$ cat config.mk
export PLATFORM = sky130hd
export DESIGN_NAME = transport_tx_sched
export DESIGN_NICKNAME = d
export VERILOG_FILES = /design/src/rtl/transport_pkg.sv /design/src/rtl/tx_sample_fifo.sv /design/src/rtl/transport_tx_sched.sv
export SDC_FILE = /design/constraint.sdc
export NUM_CORES = 1
export LEC_CHECK = 0
export BUFFER_PORTS_ARGS = -buffer_cell sky130_fd_sc_hd__buf_2
export CAP_MARGIN = 20
export CORE_MARGIN = 3
export CORE_UTILIZATION = 55
export DETAILED_ROUTE_END_ITERATION = 7
export MAX_ROUTING_LAYER = met4
export PLACE_DENSITY = 0.77
export SLEW_MARGIN = 30
export SYNTH_ARGS = -nofsm -noshare
export SYNTH_HDL_FRONTEND = slang
export SYNTH_SLANG_ARGS = --single-unit
$ cat constraint.sdc
create_clock -name clk -period 5.53 [get_ports clk]
set_input_delay 0.8295 -clock clk [delete_from_list [all_inputs] [get_ports clk]]
set_output_delay 0.8295 -clock clk [all_outputs]
set_load 0.02 [all_outputs]
$ cat src/rtl/transport_pkg.sv
// ---------------------------------------------------------------------------
// transport_pkg
// Shared definitions for the transport transmit scheduler:
//   - command codes driven onto the transmitter cmd bus
//   - scheduler FSM state encoding
//   - voice sample width
// ---------------------------------------------------------------------------
package transport_pkg;

    localparam int SAMPLE_W = 16;

    typedef enum logic [1:0] {
        CMD_IDLE       = 2'b00,
        CMD_CONNECT    = 2'b01,
        CMD_DISCONNECT = 2'b10,
        CMD_RSVD       = 2'b11
    } cmd_e;

    typedef enum logic [1:0] {
        IDLE      = 2'd0,
        ISSUE     = 2'd1,
        WAIT_ACK  = 2'd2,
        WAIT_DONE = 2'd3
    } sched_state_e;

endpackage

$ cat src/rtl/tx_sample_fifo.sv
// ---------------------------------------------------------------------------
// tx_sample_fifo
// Synchronous FIFO buffering voice samples for the transmit scheduler.
// Ports:
//   clk, reset       - clock, asynchronous active-low reset
//   push, push_data  - write request and sample
//   pop              - read request; head is the sample removed by it
//   head             - current oldest sample (valid when !empty)
//   full, empty      - occupancy flags
//   level            - occupancy, 0..DEPTH
//   drop             - combinational pulse: push refused because full
// A push and a pop in the same cycle are both accepted even when full,
// because the pop frees the slot the push writes into.
// DEPTH must be a power of two so the pointers wrap by natural overflow.
// ---------------------------------------------------------------------------
module tx_sample_fifo
    import transport_pkg::*;
#(
    parameter int DEPTH = 4
) (
    input  logic                      clk,
    input  logic                      reset,
    input  logic                      push,
    input  logic [SAMPLE_W-1:0]       push_data,
    input  logic                      pop,
    output logic [SAMPLE_W-1:0]       head,
    output logic                      full,
    output logic                      empty,
    output logic [$clog2(DEPTH):0]    level,
    output logic                      drop
);

    localparam int AW = $clog2(DEPTH);

    logic [SAMPLE_W-1:0] mem [DEPTH];
    logic [AW-1:0]       wr_ptr;
    logic [AW-1:0]       rd_ptr;
    logic                do_push;
    logic                do_pop;

    assign full    = (level == (AW+1)'(DEPTH));
    assign empty   = (level == '0);
    assign do_pop  = pop && !empty;
    assign do_push = push && (!full || do_pop);
    assign drop    = push && !do_push;
    assign head    = mem[rd_ptr];

    always_ff @(posedge clk or negedge reset) begin
        if (!reset) begin
            wr_ptr <= '0;
            rd_ptr <= '0;
            level  <= '0;
        end else begin
            if (do_push) wr_ptr <= wr_ptr + 1'b1;
            if (do_pop)  rd_ptr <= rd_ptr + 1'b1;
            case ({do_push, do_pop})
                2'b10:   level <= level + 1'b1;
                2'b01:   level <= level - 1'b1;
                default: level <= level;
            endcase
        end
    end

    // Storage needs no reset: contents are only visible through valid entries.
    always_ff @(posedge clk) begin
        if (do_push) mem[wr_ptr] <= push_data;
    end

endmodule

$ cat src/rtl/transport_tx_sched.sv
// ---------------------------------------------------------------------------
// transport_tx_sched
// Shares one packet transmitter between call control (2-bit commands) and
// voice (16-bit samples buffered in a FIFO). Control has priority, but after
// CTRL_BURST consecutive control grants with voice pending, voice is served.
// Optional macro: TX_SCHED_DROP_CNT_EN adds the drop_count port/counter.
// Ports:
//   clk, reset             - clock, asynchronous active-low reset
//   ctrl_req/ctrl_cmd      - control request, held until ctrl_ack
//   ctrl_ack               - one-cycle pulse when the command is issued
//   aud_strobe/aud_data    - one-cycle push of a voice sample
//   fifo_level             - sample FIFO occupancy
//   tx_cmd/tx_data/tx_send - transmitter cmd, data, sendData (registered)
//   tx_busy                - transmitter busy
//   err_timeout            - one-cycle pulse when busy never rose
//   drop_count             - saturating dropped-sample count (macro only)
//   dbg_state              - current scheduler state
// Handshake: a strobe (tx_cmd != 0 or tx_send) is held for exactly one
// cycle; the transmitter acknowledges by raising tx_busy within ACK_TIMEOUT
// cycles and signals completion by dropping it. A new strobe is only issued
// from IDLE with tx_busy low.
// ---------------------------------------------------------------------------
module transport_tx_sched
    import transport_pkg::*;
#(
    parameter int FIFO_DEPTH  = 4,
    parameter int CTRL_BURST  = 2,
    parameter int ACK_TIMEOUT = 15
) (
    input  logic                         clk,
    input  logic                         reset,
    input  logic                         ctrl_req,
    input  logic [1:0]                   ctrl_cmd,
    output logic                         ctrl_ack,
    input  logic                         aud_strobe,
    input  logic [SAMPLE_W-1:0]          aud_data,
    output logic [$clog2(FIFO_DEPTH):0]  fifo_level,
    output logic [1:0]                   tx_cmd,
    output logic [SAMPLE_W-1:0]          tx_data,
    output logic                         tx_send,
    input  logic                         tx_busy,
    output logic                         err_timeout,
`ifdef TX_SCHED_DROP_CNT_EN
    output logic [7:0]                   drop_count,
`endif
    output logic [1:0]                   dbg_state
);

    localparam int BW = $clog2(CTRL_BURST + 1);
    localparam int TW = $clog2(ACK_TIMEOUT + 1);

    sched_state_e        state, state_nxt;
    logic [BW-1:0]       burst_cnt, burst_nxt;
    logic [TW-1:0]       ack_cnt, ack_nxt;
    logic [1:0]          tx_cmd_nxt;
    logic [SAMPLE_W-1:0] tx_data_nxt;
    logic                tx_send_nxt, ctrl_ack_nxt, err_nxt;

    logic                fifo_pop, fifo_full, fifo_empty, fifo_drop;
    logic [SAMPLE_W-1:0] fifo_head;
    logic                have_work, voice_win;
    logic                unused_fifo;

    tx_sample_fifo #(.DEPTH(FIFO_DEPTH)) u_fifo (
        .clk       (clk),
        .reset     (reset),
        .push      (aud_strobe),
        .push_data (aud_data),
        .pop       (fifo_pop),
        .head      (fifo_head),
        .full      (fifo_full),
        .empty     (fifo_empty),
        .level     (fifo_level),
        .drop      (fifo_drop)
    );

    assign unused_fifo = fifo_full ^ fifo_drop;
    assign dbg_state   = state;

    assign have_work = ctrl_req || !fifo_empty;
    // Voice preempts control only once control has used up its burst.
    assign voice_win = !fifo_empty && (!ctrl_req || (burst_cnt == BW'(CTRL_BURST)));

    always_comb begin
        state_nxt    = state;
        burst_nxt    = burst_cnt;
        ack_nxt      = ack_cnt;
        tx_cmd_nxt   = CMD_IDLE;
        tx_data_nxt  = tx_data;
        tx_send_nxt  = 1'b0;
        ctrl_ack_nxt = 1'b0;
        err_nxt      = 1'b0;
        fifo_pop     = 1'b0;
        case (state)
            IDLE: begin
                // Grant outputs are registered on the edge entering ISSUE,
                // so they are visible for exactly the ISSUE cycle.
                if (!tx_busy && have_work) begin
                    state_nxt = ISSUE;
                    if (voice_win) begin
                        fifo_pop    = 1'b1;
                        tx_data_nxt = fifo_head;
                        tx_send_nxt = 1'b1;
                        burst_nxt   = '0;
                    end else begin
                        tx_cmd_nxt   = ctrl_cmd;
                        ctrl_ack_nxt = 1'b1;
                        if (burst_cnt != BW'(CTRL_BURST)) burst_nxt = burst_cnt + 1'b1;
                    end
                end
            end
            ISSUE: begin
                state_nxt = WAIT_ACK;
                ack_nxt   = TW'(1);
            end
            WAIT_ACK: begin
                if (tx_busy) begin
                    state_nxt = WAIT_DONE;
                end else if (ack_cnt == TW'(ACK_TIMEOUT)) begin
                    state_nxt = IDLE;
                    err_nxt   = 1'b1;
                end else begin
                    ack_nxt = ack_cnt + 1'b1;
                end
            end
            WAIT_DONE: begin
                if (!tx_busy) state_nxt = IDLE;
            end
            default: state_nxt = IDLE;
        endcase
        // No voice pending means control owes nothing; restart the burst.
        if (fifo_empty) burst_nxt = '0;
    end

    always_ff @(posedge clk or negedge reset) begin
        if (!reset) begin
            state       <= IDLE;
            burst_cnt   <= '0;
            ack_cnt     <= '0;
            tx_cmd      <= CMD_IDLE;
            tx_data     <= '0;
            tx_send     <= 1'b0;
            ctrl_ack    <= 1'b0;
            err_timeout <= 1'b0;
        end else begin
            state       <= state_nxt;
            burst_cnt   <= burst_nxt;
            ack_cnt     <= ack_nxt;
            tx_cmd      <= tx_cmd_nxt;
            tx_data     <= tx_data_nxt;
            tx_send     <= tx_send_nxt;
            ctrl_ack    <= ctrl_ack_nxt;
            err_timeout <= err_nxt;
        end
    end

`ifdef TX_SCHED_DROP_CNT_EN
    always_ff @(posedge clk or negedge reset) begin
        if (!reset) begin
            drop_count <= 8'd0;
        end else if (fifo_drop && (drop_count != 8'hFF)) begin
            drop_count <= drop_count + 8'd1;
        end
    end
`endif

endmodule

== Word level (Yosys, flattened, before mapping) ==
Memory sizes are Yosys's and may differ from the RTL's. A register that Yosys moved wholly into a read port is not among the register bits.
Index checks and enable logic that the tools add are counted.

* Bits in registers: 20
* Memory bits (writable): 64
* Input port bits: 23
* Memories kept: 1

{| class="wikitable"
|+ Memories
! name !! depth !! width !! read ports !! clocked after memory_dff !! wr ports !! RTL line !! text
|-
| u_fifo.mem || 4 || 16 || 1 || 1 || 1 || tx_sample_fifo.sv:35 || <nowiki>logic [SAMPLE_W-1:0] mem [DEPTH];</nowiki>
|}

* Add/sub/neg operators: 6
* Eq/ne operators: 14
* Muxes and demuxes: 28
* Reductions and logical operators: 23

{| class="wikitable"
|+ Operators with widths
! cell !! count
|-
| 2-to-1 mux 2 bit || 12
|-
| AND reduction 3 bit || 4
|-
| 2-to-1 mux 1 bit || 11
|-
| != test 2 bit (second input constant) || 5
|-
| == test 2 bit (second input constant) || 4
|-
| 2-to-1 mux 4 bit || 2
|-
| case mux 2 bit (4 select lines) || 1
|-
| case mux 4 bit (2 select lines) || 1
|-
| nonzero test 2 bit || 4
|-
| adder 2 x 1 -> 2 bit (second input constant) || 3
|-
| case mux 3 bit (2 select lines) || 1
|-
| logical NOT 1 bit || 5
|-
| adder 4 x 1 -> 4 bit (second input constant) || 1
|-
| == test 2 x 1 -> 1 bit (second input constant) || 2
|-
| == test 4 bit (second input constant) || 1
|-
| logical AND 1 bit || 4
|-
| adder 3 x 1 -> 3 bit (second input constant) || 1
|-
| == test 3 bit (second input constant) || 1
|-
| logical NOT 3 bit || 1
|-
| logical OR 1 bit || 3
|-
| != test 3 bit (second input constant) || 1
|-
| nonzero test 3 bit || 1
|-
| subtractor 3 x 1 -> 3 bit (second input constant) || 1
|-
| logical NOT 2 bit || 1
|}

== Logic depth before layout (Yosys ltp) ==
Gate-level depths: netlist of the first run.

* Word-level depth: 11
* Depth in mapped cells: 8

== By module ==
Synthesis of the first run repeated with hierarchy kept, for this count alone.

* Cell total of the unflattened synthesis: 214
* Area, all modules: 4,017.6 µm²

{| class="wikitable"
|+ By module, submodules not included
! module !! instances !! cells each !! area an instance (µm²)
|-
| tx_sample_fifo || 1 || 123 || 2,763.9
|-
| transport_tx_sched || 1 || 91 || 1,253.7
|}

== Worst setup path before layout of the first run ==
OpenSTA, ideal clock, no wires.

* Path kind: input port to flip-flop
* From: input port tx_busy
* To: memory u_fifo.mem[0][0], enable pin
* Setup time: 374 ps
* Arrival: 2,310 ps
* Required time: 5,156 ps
* Path slack: 2,846 ps
* Stages: 5
* Path buffers: 1
* Cell sequence: or3_1 > buf_6 > nor2_1 > o21a_2 > and2_1

* Cells in the longest elaborated chain, start to end: 9

{| class="wikitable"
|+ RTL lines
! item !! RTL line !! text
|-
| from (decl) || transport_tx_sched.sv:41 || <nowiki>input logic tx_busy,</nowiki>
|-
| logical NOT 1 bit || - ||
|-
| logical AND 1 bit || transport_tx_sched.sv:98 || <nowiki>if (!tx_busy && have_work) begin</nowiki>
|-
| 2-to-1 mux 1 bit || transport_tx_sched.sv:98 ||
|-
| 2-to-1 mux 1 bit || transport_tx_sched.sv:94 || <nowiki>case (state)</nowiki>
|-
| logical AND 1 bit || tx_sample_fifo.sv:43 || <nowiki>assign do_pop = pop && !empty;</nowiki>
|-
| logical OR 1 bit || tx_sample_fifo.sv:44 || <nowiki>assign do_push = push && (!full || do_pop);</nowiki>
|-
| logical AND 1 bit || tx_sample_fifo.sv:44 ||
|-
| 2-to-1 mux 1 bit || tx_sample_fifo.sv:66 || <nowiki>if (do_push) mem[wr_ptr] <= push_data;</nowiki>
|-
| 2-to-1 mux 1 bit (not written as such) || tx_sample_fifo.sv:66 ||
|-
| to (decl) || tx_sample_fifo.sv:35 ||
|}

No other way between the ends.

== Final worst setup path of the first run ==
* From: input port tx_busy
* To: memory u_fifo.mem[0][11], enable pin

The elaborated chain is that of the path after synthesis.

==> results.md, run 1 <==
* Status: finished clean
* Clock slew at reported path FFs at 0.09 ns
* Total number of vias at 2048
* Yosys top cell area share at 47.9%
* Maximum clock skew at final layout at 0.0134 ns
* Ordered list of cells on the worst path: buf_2 -> or3_1 -> nor2_1 -> o21a_2 -> and2_1
* Data required time of the critical path at 5.51 ns
* Ratio of total power to cell area at 507 mW/mm^2
* Final hold violation count at 0
* Synthesized instance count at 226
* Worst reg2reg path startpoint: dbg_state[1]$_DFFE_PN0P_
* Post-layout min period at 2.83 ns
* Startpoint kind of the worst setup timing path: input port
* Synthesized flop and latch total at 100
* Count of antenna-violating nets left after detailed routing at 0
* Number of H-tree levels at 3
* Ports at 49
* Largest stage delay on the critical path at 0.69 ns
* Count of input and output buffers at 48
* Arrival time of the worst setup path at 2.80 ns
* Setup repair after global routing missed its margin: no
* Die area at 0.00835 sq mm
* Critical-path cell with the highest stage delay: and2_1
* Count of endpoints failing setup in the final report at 0
* Length of the first detailed-routing pass in iterations at 4
* Largest fanout on the critical path at 16
* Share of layout cells above drive strength 1 at 35.9%
* Count of antenna diodes in the layout at 0
* Number of antenna violations at the first check in global routing at 0
* Area growth, synth to finish at 12.3%
* Number of clock sinks at 100
* Overall overflow remaining after global route at 0
* Yosys Warn Count at 0
* Endpoint of the worst register-to-register path: u_fifo.mem[0][11]$_DFFE_PP_
* Core Box Area at 0.00694 sq mm
* Initial DRC Count at 148
* Total negative slack for setup checks at 0 ns
* Via count of the first global-routing pass at 2126
* Area of the mapped netlist at between 0.004 and 0.005 sq mm
* Max Buffers Root-to-Sink at 2
* Number of setup buffers added after CTS at 0
* Number of gates resized after cts at 0
* CP Capture Type: flop
* Residual DRC at 0
* Sequential-to-total area share from yosys stat at 70.4%
* Worst R2R Path Depth at 4
* Design Power at 2.28 mW
* Cell Rows at 30
* CTS buffer count at 9
* Setup slack of the worst register-to-register path at approximately 2.8 ns
* Clock tree from TritonCTS: done
* Max-slew violation total from the final report at 0
* Worst VDD drop at roughly 0.22 mV
* Top area cells in the synthesized netlist: edfxtp_1 48%, dfrtp_1 22%, mux4_2 9.0%
* Library cell used as clock root buffer: clkbuf_8
* Tightest Hold Check Type: input port to asynchronous set/reset pin
* GR Util All Layers at 17.6%
* Clock latency of the later-clocked register in the worst-skew pair at 0.35 ns
* Wire length after detailed routing at 6550 um
* Final period utilization at 51.1%
* Leakage at 1.75 nW
* Worst hold slack at 0.435 ns
* Post-Syn Nets at 256
* Post-DR wirelength/cell at 17.2 um
* Pin slew with the least headroom to its limit at 0.840 ns
* X dimension of the die at 91.4 um
* HPWL Detailed at 4350 um
* Design Area, Final at 0.00450 sq mm
* Max Fclk at 354 MHz
* Setup crit start: tx_busy
* Setup Crit Path Kind: input port to flop
* Pin count of the biggest net entering global routing at 37
* Hold-fix buffers, CTS at 0
* Unique cell type count in the Yosys netlist at 39
* Total cell area at the placement stage at 0.00433 sq mm
* Initial standard-cell utilization of the core at 57.8%
* Synthesized area per cell at between 15 and 20 sq um
* First-pass GRT wire length at about 11000 um
* Final estimated routing congestion in global placement at 0.817
* Height of the die at 91.4 um
* CP Capture Point: u_fifo.mem[0][11]$_DFFE_PP_
* Post-route core utilization at about 65%
* Worst max-slew margin expressed relative to the limit at 44.0%
* Vias/cell at 5.39
* Net count of the finished layout at 309
* Library cell occupying the most area in the post-synthesis netlist: edfxtp_1
* Maximum Capacitance Violations at 0
-- metrics by stage --
| step | std cells | setup slack, ns |
|---|---|---|
| floorplan | 226 | 2.85 |
| detailed placement | 364 | 2.30 |
| finish | 380 | 2.70 |
| global placement | 363 | 2.39 |
| CTS | 380 | 2.68 |
| global route | 380 | 2.56 |
-- where the power goes --
| group | internal, mW | total, mW | leakage (nW) | switching (mW) |
|---|---|---|---|---|
| clock network | 0.163 | 0.402 | 0.0841 | 0.239 |
| registers | 1.01 | 1.18 | 1.03 | 0.172 |
| logic | 0.347 | 0.698 | 0.629 | 0.351 |
-- worst min path at each step --
stage | endpoint | slack (ns)
6_report | tx_send$_DFF_PN0_ | 0.44
5_1_grt | tx_data[1]$_DFFE_PN0N_ | 0.45
4_1_cts | ack_cnt[0]$_DFFE_PN0P_ | 0.51
3_5_place_dp | tx_data[1]$_DFFE_PN0N_ | 0.49
3_3_place_gp | tx_data[10]$_DFFE_PN0N_ | 0.49
2_1_floorplan | ack_cnt[0]$_DFFE_PN0P_ | 0.47
-- per-layer routing --
layer | share of wire, % | vias up | routed length (um) | GRT usage (%)
met1 | 44 | 1028 | 2870 | 22.1
met5 | 0 | - | 0 | -
li1 | - | 967 | - | -
met4 | 1.8 | 0 | 116 | 7.54
met2 | 51 | 42 | 3360 | 28.1
met3 | 3.2 | 11 | 207 | 3.31
-- worst max-delay path: cells and delay by family --
family,cells,cell delay [ns]
simple gates,3,1.59
compound gates,1,0.25
buf+inv,1,0.12
-- logic make-up after synthesis --
group,synth area share [%]
xor+xnor,1.28
fa+ha+maj,2.37
buf+inv,1.81
simple gates,6.14
mux,14.9
flops,70.4
compound gates,3.12
-- cells in the final DEF (no fill, tap or decap), types with 2 or more instances in the layout --
cell type,count
mux2i_1,2
nor2b_1,2
and2_1,7
a21oi_1,7
nor3_1,9
nor4_1,2
inv_1,6
dfrtp_1,35
buf_2,47
nor2_1,8
clkinv_2,2
o21ai_0,5
ha_1,6
or3_1,3
nand2b_1,2
nand2_1,8
mux4_2,16
mux2_4,7
xnor2_1,2
clkbuf_8,9
nand3_1,2
xor2_1,2
mux2_2,10
edfxtp_1,64
-- Yosys cell counts --
| cell | count |
|---|---|
| nor4_1 | 2 |
| dfrtp_1 | 36 |
| mux2_2 | 10 |
| o21ai_0 | 5 |
| nor2b_1 | 2 |
| o21a_2 | 1 |
| xnor2_1 | 2 |
| nand2b_1 | 2 |
| buf_8 | 1 |
| o21bai_1 | 1 |
| o41ai_1 | 1 |
| xnor2_2 | 1 |
| a311oi_1 | 1 |
| a21oi_1 | 7 |
| nor3_1 | 9 |
| nand3_1 | 2 |
| a31oi_1 | 1 |
| mux4_2 | 16 |
| a21o_1 | 1 |
| clkbuf_1 | 3 |
| nor3_4 | 1 |
| nor2_1 | 8 |
| or3_1 | 3 |
| buf_4 | 1 |
| o221ai_1 | 1 |
| and2_1 | 7 |
| edfxtp_1 | 64 |
| mux2_4 | 7 |
| o22a_1 | 1 |
| ha_1 | 6 |
| mux2i_1 | 2 |
| nand2_2 | 1 |
| buf_6 | 1 |
| buf_2 | 1 |
| or3b_2 | 1 |
| nand2_1 | 8 |
| inv_1 | 6 |
| xor2_1 | 2 |
| fa_1 | 1 |
-- registers in the layout, summed over array words and instances, names as in the netlist --
register and count:
u_fifo.wr_ptr 2, u_fifo.rd_ptr 2, burst_cnt 2, ack_cnt 4
u_fifo.mem 64, ctrl_ack 1, tx_send 1, err_timeout 1
dbg_state 2, tx_data 16, tx_cmd 2, u_fifo.level 3
-- cell type report --
type	count	area, sq um
Inverter	6	22.5
Multi-Input combinational cell	113	1120
Clock inverter	6	38.8
Fill cell	509	2440
Sequential cell	100	2820
Clock buffer	10	128
Timing Repair Buffer	49	254
Tap cell	96	120
Power figures use the tool's default switching activity.
==> inputs of run 2 (changes only) <==
--- a/config.mk
+++ b/config.mk
@@ -8,10 +8,10 @@
 export BUFFER_PORTS_ARGS = -buffer_cell sky130_fd_sc_hd__buf_2
 export CAP_MARGIN = 20
 export CORE_MARGIN = 3
-export CORE_UTILIZATION = 55
+export CORE_UTILIZATION = 52
 export DETAILED_ROUTE_END_ITERATION = 7
 export MAX_ROUTING_LAYER = met4
-export PLACE_DENSITY = 0.77
+export PLACE_DENSITY = 0.76
 export SLEW_MARGIN = 30
 export SYNTH_ARGS = -nofsm -noshare
 export SYNTH_HDL_FRONTEND = slang
==> constraint.sdc (replaced) <==
create_clock -name clk -period 2.39 [get_ports clk]
set_input_delay 0.3585 -clock clk [delete_from_list [all_inputs] [get_ports clk]]
set_output_delay 0.3585 -clock clk [all_outputs]
set_load 0.02 [all_outputs]
==> results.md, run 2 (synthesis gave the netlist of run 1 again) <==
* CP delay by family, top: simple AND/OR/NAND/NOR gates
* Setup WS pre-CTS at around 0.23 ns
* Pin slew with the least headroom to its limit at 0.497 ns
* Register ranked first by flip-flop count: u_fifo.mem
* Worst max-slew margin expressed relative to the limit at 66.8%
* Setup repair after global routing missed its margin: no
* Setup Crit Path Kind: flop to flop
* Clock tree from TritonCTS: done
* Cell Rows at 31
* Count of input and output buffers at 48
* Total cell area at the placement stage at 0.00448 sq mm
* Height of the die at 93.8 um
* Core Box Area at 0.00737 sq mm
* Net count of the finished layout at 320
* Count of antenna diodes in the layout at 0
* Maximum Capacitance Violations at 0
* Data required time of the critical path at 2.64 ns
* Maximum clock skew at final layout at 0.0110 ns
* Die area at just under 0.009 sq mm
* Critical-path cell with the highest stage delay: fa_1
* Vias/cell at 5.33
* Overall overflow remaining after global route at 0
* Ordered list of cells on the worst path: or3_1 -> nor4_1 -> fa_1 -> o21ai_0 -> a311oi_1 -> o22a_1
* Post-DR wirelength/cell at 16.8 um
* Worst VDD drop at 0.628 mV
* Wire length after detailed routing at approximately 6600 um
* Residual DRC at 0
* Initial DRC Count at between 150 and 200
* Design Area, Final at 0.00469 sq mm
* Clock slew at reported path FFs at 0.10 ns
* Largest stage delay on the critical path at 0.49 ns
* Registers with the highest flip-flop counts: u_fifo.mem x64, tx_data x16, ack_cnt x4
* Count of antenna-violating nets left after detailed routing at 0
* Ports at around 50
* Number of antenna violations at the first check in global routing at 0
* Share of layout cells above drive strength 1 at 38.3%
* CTS buffer count at 9
* Most common cell after layout, fill and taps aside: edfxtp_1
* Status: finished clean
* Number of clock sinks at 100
* Tightest Hold Check Type: input port to flop
* First-pass GRT wire length at 10600 um
* GR Util All Layers at between 10% and 20%
* Count of endpoints failing setup in the final report at 0
* Number of flip-flops under the largest register name at 64
* Largest fanout on the critical path at 9
* Length of the first detailed-routing pass in iterations at 4
* Via count of the first global-routing pass at 2098
* X dimension of the die at 93.8 um
* Startpoint kind of the worst setup timing path: flop
* Number of H-tree levels at 3
* Leading cell types in the layout, fill and taps excluded: 64 x edfxtp_1, 47 x buf_2, 36 x dfrtp_1
* Leakage at between 1.5 and 2 nW
* Arrival time of the worst setup path at 2.37 ns
* Number of gates resized after cts at 0
* Final period utilization at 88.8%
* Initial standard-cell utilization of the core at 54.4%
* Final estimated routing congestion in global placement at 0.759
* HPWL Detailed at 4380 um
* Library cell used as clock root buffer: clkbuf_8
* Total negative slack for setup checks at 0 ns
* Total number of vias at 2100
* Design Power at 5.53 mW
* Max Buffers Root-to-Sink at 2
* Worst Path Buf+Inv at 0
* Post-layout min period at roughly 2.1 ns
* Ratio of total power to cell area at 1180 mW/mm^2
* CP Capture Type: flop
* Max-slew violation total from the final report at 0
* Final hold violation count at 0
* Fin worst setup slack at 0.269 ns
* Area growth, synth to finish at 16.9%
* Max Fclk at about 470 MHz
* Pin count of the biggest net entering global routing at 37
* Clock latency of the later-clocked register in the worst-skew pair at approximately 0.36 ns
run 2: changes by cell type in the layout (fill, tap and decap cells not counted), sizes merged:
cell and delta:
clkbuf -1, clkinv -1, clkinvlp +1, inv +1
dlygate4sd3 +1, buf +10
run 2: power breakdown:
part	internal (mW)	switching [mW]
logic	0.945	0.951
registers	2.33	0.289
clock network	0.405	0.608
total	3.68	1.85
run 2: final timing paths:
path / slack (ns) / start / depth (start not counted) / endpoint
max: 0.27 / dbg_state[1]$_DFFE_PN0P_ / 6 / u_fifo.level[1]$_DFFE_PN0P_
min: 0.21 / aud_data[1] / 1 / u_fifo.mem[1][1]$_DFFE_PP_
max reg2reg: 0.27 / dbg_state[1]$_DFFE_PN0P_ / 6 / u_fifo.level[1]$_DFFE_PN0P_
min reg2reg: 0.51 / tx_data[4]$_DFFE_PN0N_ / 1 / tx_data[4]$_DFFE_PN0N_
max in group asynchronous: 1.54 / reset / 2 / u_fifo.wr_ptr[1]$_DFFE_PN0P_
min in group asynchronous: 0.51 / reset / 2 / tx_data[3]$_DFFE_PN0N_
run 2: cell type report:
class | instances | area [sq um]
Timing Repair Buffer | 60 | 410
Fill cell | 534 | 2680
Inverter | 6 | 22.5
Clock inverter | 7 | 71.3
Tap cell | 99 | 124
Clock buffer | 9 | 124
Multi-Input combinational cell | 113 | 1120
Sequential cell | 100 | 2820
run 2: repair_timing:
item | CTS | global route
hold buffers | 0 | 1
setup buffers | 0 | 0
hold endpoints to repair | 0 | 24
run 2: layer usage:
layer  up-vias  track usage, %  share of wire, %
met1      1048            21.3                43
li1        990               -                 -
met3         5            4.09               4.8
met4         0            4.69              0.77
met5         -               -                 0
met2        57            27.0                52
run 2: metrics by stage:
step                      utilization (%)  cells  hold WS, ns
after floorplan                         -    226       0.0629
after global placement               60.8    377        0.487
after detailed placement             60.8    377        0.492
after CTS                            63.5    393        0.127
after global routing                 63.7    394        0.191
final                                63.7    394        0.206
==> inputs of run 3 (changes only) <==
--- a/config.mk
+++ b/config.mk
@@ -7,11 +7,11 @@
 export LEC_CHECK = 0
 export BUFFER_PORTS_ARGS = -buffer_cell sky130_fd_sc_hd__buf_2
 export CAP_MARGIN = 20
-export CORE_MARGIN = 3
-export CORE_UTILIZATION = 52
+export CORE_MARGIN = 10
+export CORE_UTILIZATION = 55
 export DETAILED_ROUTE_END_ITERATION = 7
 export MAX_ROUTING_LAYER = met4
-export PLACE_DENSITY = 0.76
+export PLACE_DENSITY = 0.77
 export SLEW_MARGIN = 30
 export SYNTH_ARGS = -nofsm -noshare
 export SYNTH_HDL_FRONTEND = slang
==> constraint.sdc (replaced) <==
create_clock -name clk -period 2.5 [get_ports clk]
set_input_delay 0.375 -clock clk [delete_from_list [all_inputs] [get_ports clk]]
set_output_delay 0.375 -clock clk [all_outputs]
set_load 0.02 [all_outputs]
==> results.md, run 3 (synthesis gave the netlist of run 1 again) <==
* Status: finished clean
* Final period utilization at between 80% and 90%
* CP Capture Point: u_fifo.level[1]$_DFFE_PN0P_
* Startpoint kind of the worst setup timing path: flop
* Count of input and output buffers at 48
* Number of clock sinks at 100
* Most common cell after layout, fill and taps aside: edfxtp_1
* Registers with the highest flip-flop counts: u_fifo.mem x64, tx_data x16, ack_cnt x4
* Overall overflow remaining after global route at 0
* Total number of vias at between 2000 and 2500
* Maximum Capacitance Violations at 0
* Final estimated routing congestion in global placement at 0.791
* Register ranked first by flip-flop count: u_fifo.mem
* Leading cell types in the layout, fill and taps excluded: 64 x edfxtp_1, 48 x buf_2, 36 x dfrtp_1
* Worst max-slew margin expressed relative to the limit at 44.7%
* Vias/cell at 5.33
* Count of endpoints failing setup in the final report at 0
* Ratio of total power to cell area at 1120 mW/mm^2
* GR Util All Layers at a little over an eighth
* Share of layout cells above drive strength 1 at between 30 and 40%
* Setup Crit Path Kind: flop to flop
* Count of antenna diodes in the layout at 0
* CP Capture Type: flop
* Max Buffers Root-to-Sink at 2
* Worst reg2reg path startpoint: dbg_state[1]$_DFFE_PN0P_
* Endpoint of the worst register-to-register path: u_fifo.level[1]$_DFFE_PN0P_
* Pin slew with the least headroom to its limit at slightly above 0.8 ns
* Pin count of the biggest net entering global routing at 37
* Fill cells at around 540
* X dimension of the die at 105 um
* Number of gates resized after cts at 0
* Max Fclk at 450 MHz
* Tightest Hold Check Type: input port to asynchronous set/reset pin
* Via count of the first global-routing pass at about 2300
* Net count of the finished layout at 322
* Post-DR wirelength/cell at 17.2 um
* Max-slew violation total from the final report at 0
* Number of setup buffers added after CTS at 0
* Residual DRC at 0
* Ports at 49
* Height of the die at 105 um
* Clock latency of the later-clocked register in the worst-skew pair at between 0.3 and 0.4 ns
* Area of combinational cells with multiple inputs at 0.00112 sq mm
* Area growth, synth to finish at 15.2%
* Data required time of the critical path at 2.76 ns
* Clock tree from TritonCTS: done
* Setup WS pre-CTS at 0.203 ns
* Die area at 0.0111 sq mm
* Final hold violation count at 0
* Initial DRC Count at 59
* Cell Rows at 31
* Total negative slack for setup checks at 0 ns
* Largest stage delay on the critical path at 0.50 ns
* Setup repair after global routing missed its margin: no
* First-pass GRT wire length at 11200 um
* Design Power at 5.17 mW
* Core Box Area at 0.00718 sq mm
* Wire length after detailed routing at 6800 um
* Worst R2R Path Depth at 6
* HPWL Detailed at 4770 um
* Setup slack of the worst register-to-register path at roughly 0.28 ns
* Number of H-tree levels at 3
* Setup crit start: dbg_state[1]$_DFFE_PN0P_
* Post-layout min period at between 2 and 2.5 ns
* Leakage at 1.81 nW
* Sequential Area at roughly 0.0028 sq mm
* CTS buffer count at 9
* Critical-path cell with the highest stage delay: or3_1
* Hold-fix buffers, CTS at 0
* Post-route core utilization at 64.4%
* Arrival time of the worst setup path at 2.48 ns
* Number of flip-flops under the largest register name at 64
* Maximum clock skew at final layout at between 0.01 and 0.015 ns
* Initial standard-cell utilization of the core at 55.9%
* Clock slew at reported path FFs at 0.10 ns
* Fin worst setup slack at 0.278 ns
* Number of antenna violations at the first check in global routing at 0
* Count of antenna-violating nets left after detailed routing at 0
* Worst VDD drop at between 0.5 and 0.6 mV
* Largest fanout on the critical path at 9
* Library cell used as clock root buffer: clkbuf_8
* Ordered list of cells on the worst path: or3_1 -> nor4_1 -> fa_1 -> o21ai_0 -> a311oi_1 -> o22a_1
* Length of the first detailed-routing pass in iterations at 4
run 3: cell types whose count changed in the layout (fill, tap and decap cells not counted), sizes merged:
cell,previous run,this run
buf,59,62
clkinvlp,2,4
clkinv,3,2
dlygate4sd3,1,0
inv,8,7
run 3: through the flow:
| step | area, sq um | std cells | hold slack, ns |
|---|---|---|---|
| final | 4620 | 396 | 0.107 |
| after global routing | 4620 | 396 | 0.157 |
| after CTS | 4620 | 396 | 0.126 |
| after detailed placement | 4440 | 380 | 0.494 |
| after global placement | 4440 | 380 | 0.487 |
| after floorplan | 4010 | 226 | 0.0794 |
run 3: how the worst min path moves through the flow:
stage,start,to,slack [ns],cells past startpoint
final,reset,ack_cnt[3]$_DFFE_PN0P_,0.11,1
after CTS,reset,ack_cnt[2]$_DFFE_PN0P_,0.13,1
after global routing,reset,err_timeout$_DFF_PN0_,0.16,1
after floorplan,reset,ack_cnt[0]$_DFFE_PN0P_,0.08,0
after detailed placement,tx_data[13]$_DFFE_PN0N_,tx_data[13]$_DFFE_PN0N_,0.49,1
after global placement,tx_data[8]$_DFFE_PN0N_,tx_data[8]$_DFFE_PN0N_,0.49,1
run 3: critical path: cells and delay by family (launching register included):
family | cells | cell delay [ns]
AOI/OAI and AO/OA | 3 | 0.36
and+or+nand+nor | 2 | 0.83
DFF | 1 | 0.46
adders and majority gates | 1 | 0.49
run 3: layer usage:
metal / routed length (um) / GRT usage (%) / up-vias
met3: 239 / 3.23 / 8
li1: - / - / 997
met1: 3050 / 15.4 / 1062
met2: 3400 / 21.2 / 42
met4: 104 / 5.88 / 0
met5: 0 / - / -
run 3: area by class of cell:
class,instances,share of cell area (%)
clock buffers,9,2.68
inverters,6,0.488
flip-flops and latches,100,61.1
well taps,99,2.68
clock inverters,7,1.14
repair buffers,62,7.75
multi-input cells,113,24.2
run 3: power breakdown:
part | internal, mW | total (mW) | leakage [nW] | switching (mW)
Combinational | 0.851 | 1.73 | 0.698 | 0.876
Sequential | 2.23 | 2.53 | 1.03 | 0.299
Clock | 0.364 | 0.909 | 0.0779 | 0.545
Total | 3.45 | 5.17 | 1.81 | 1.72
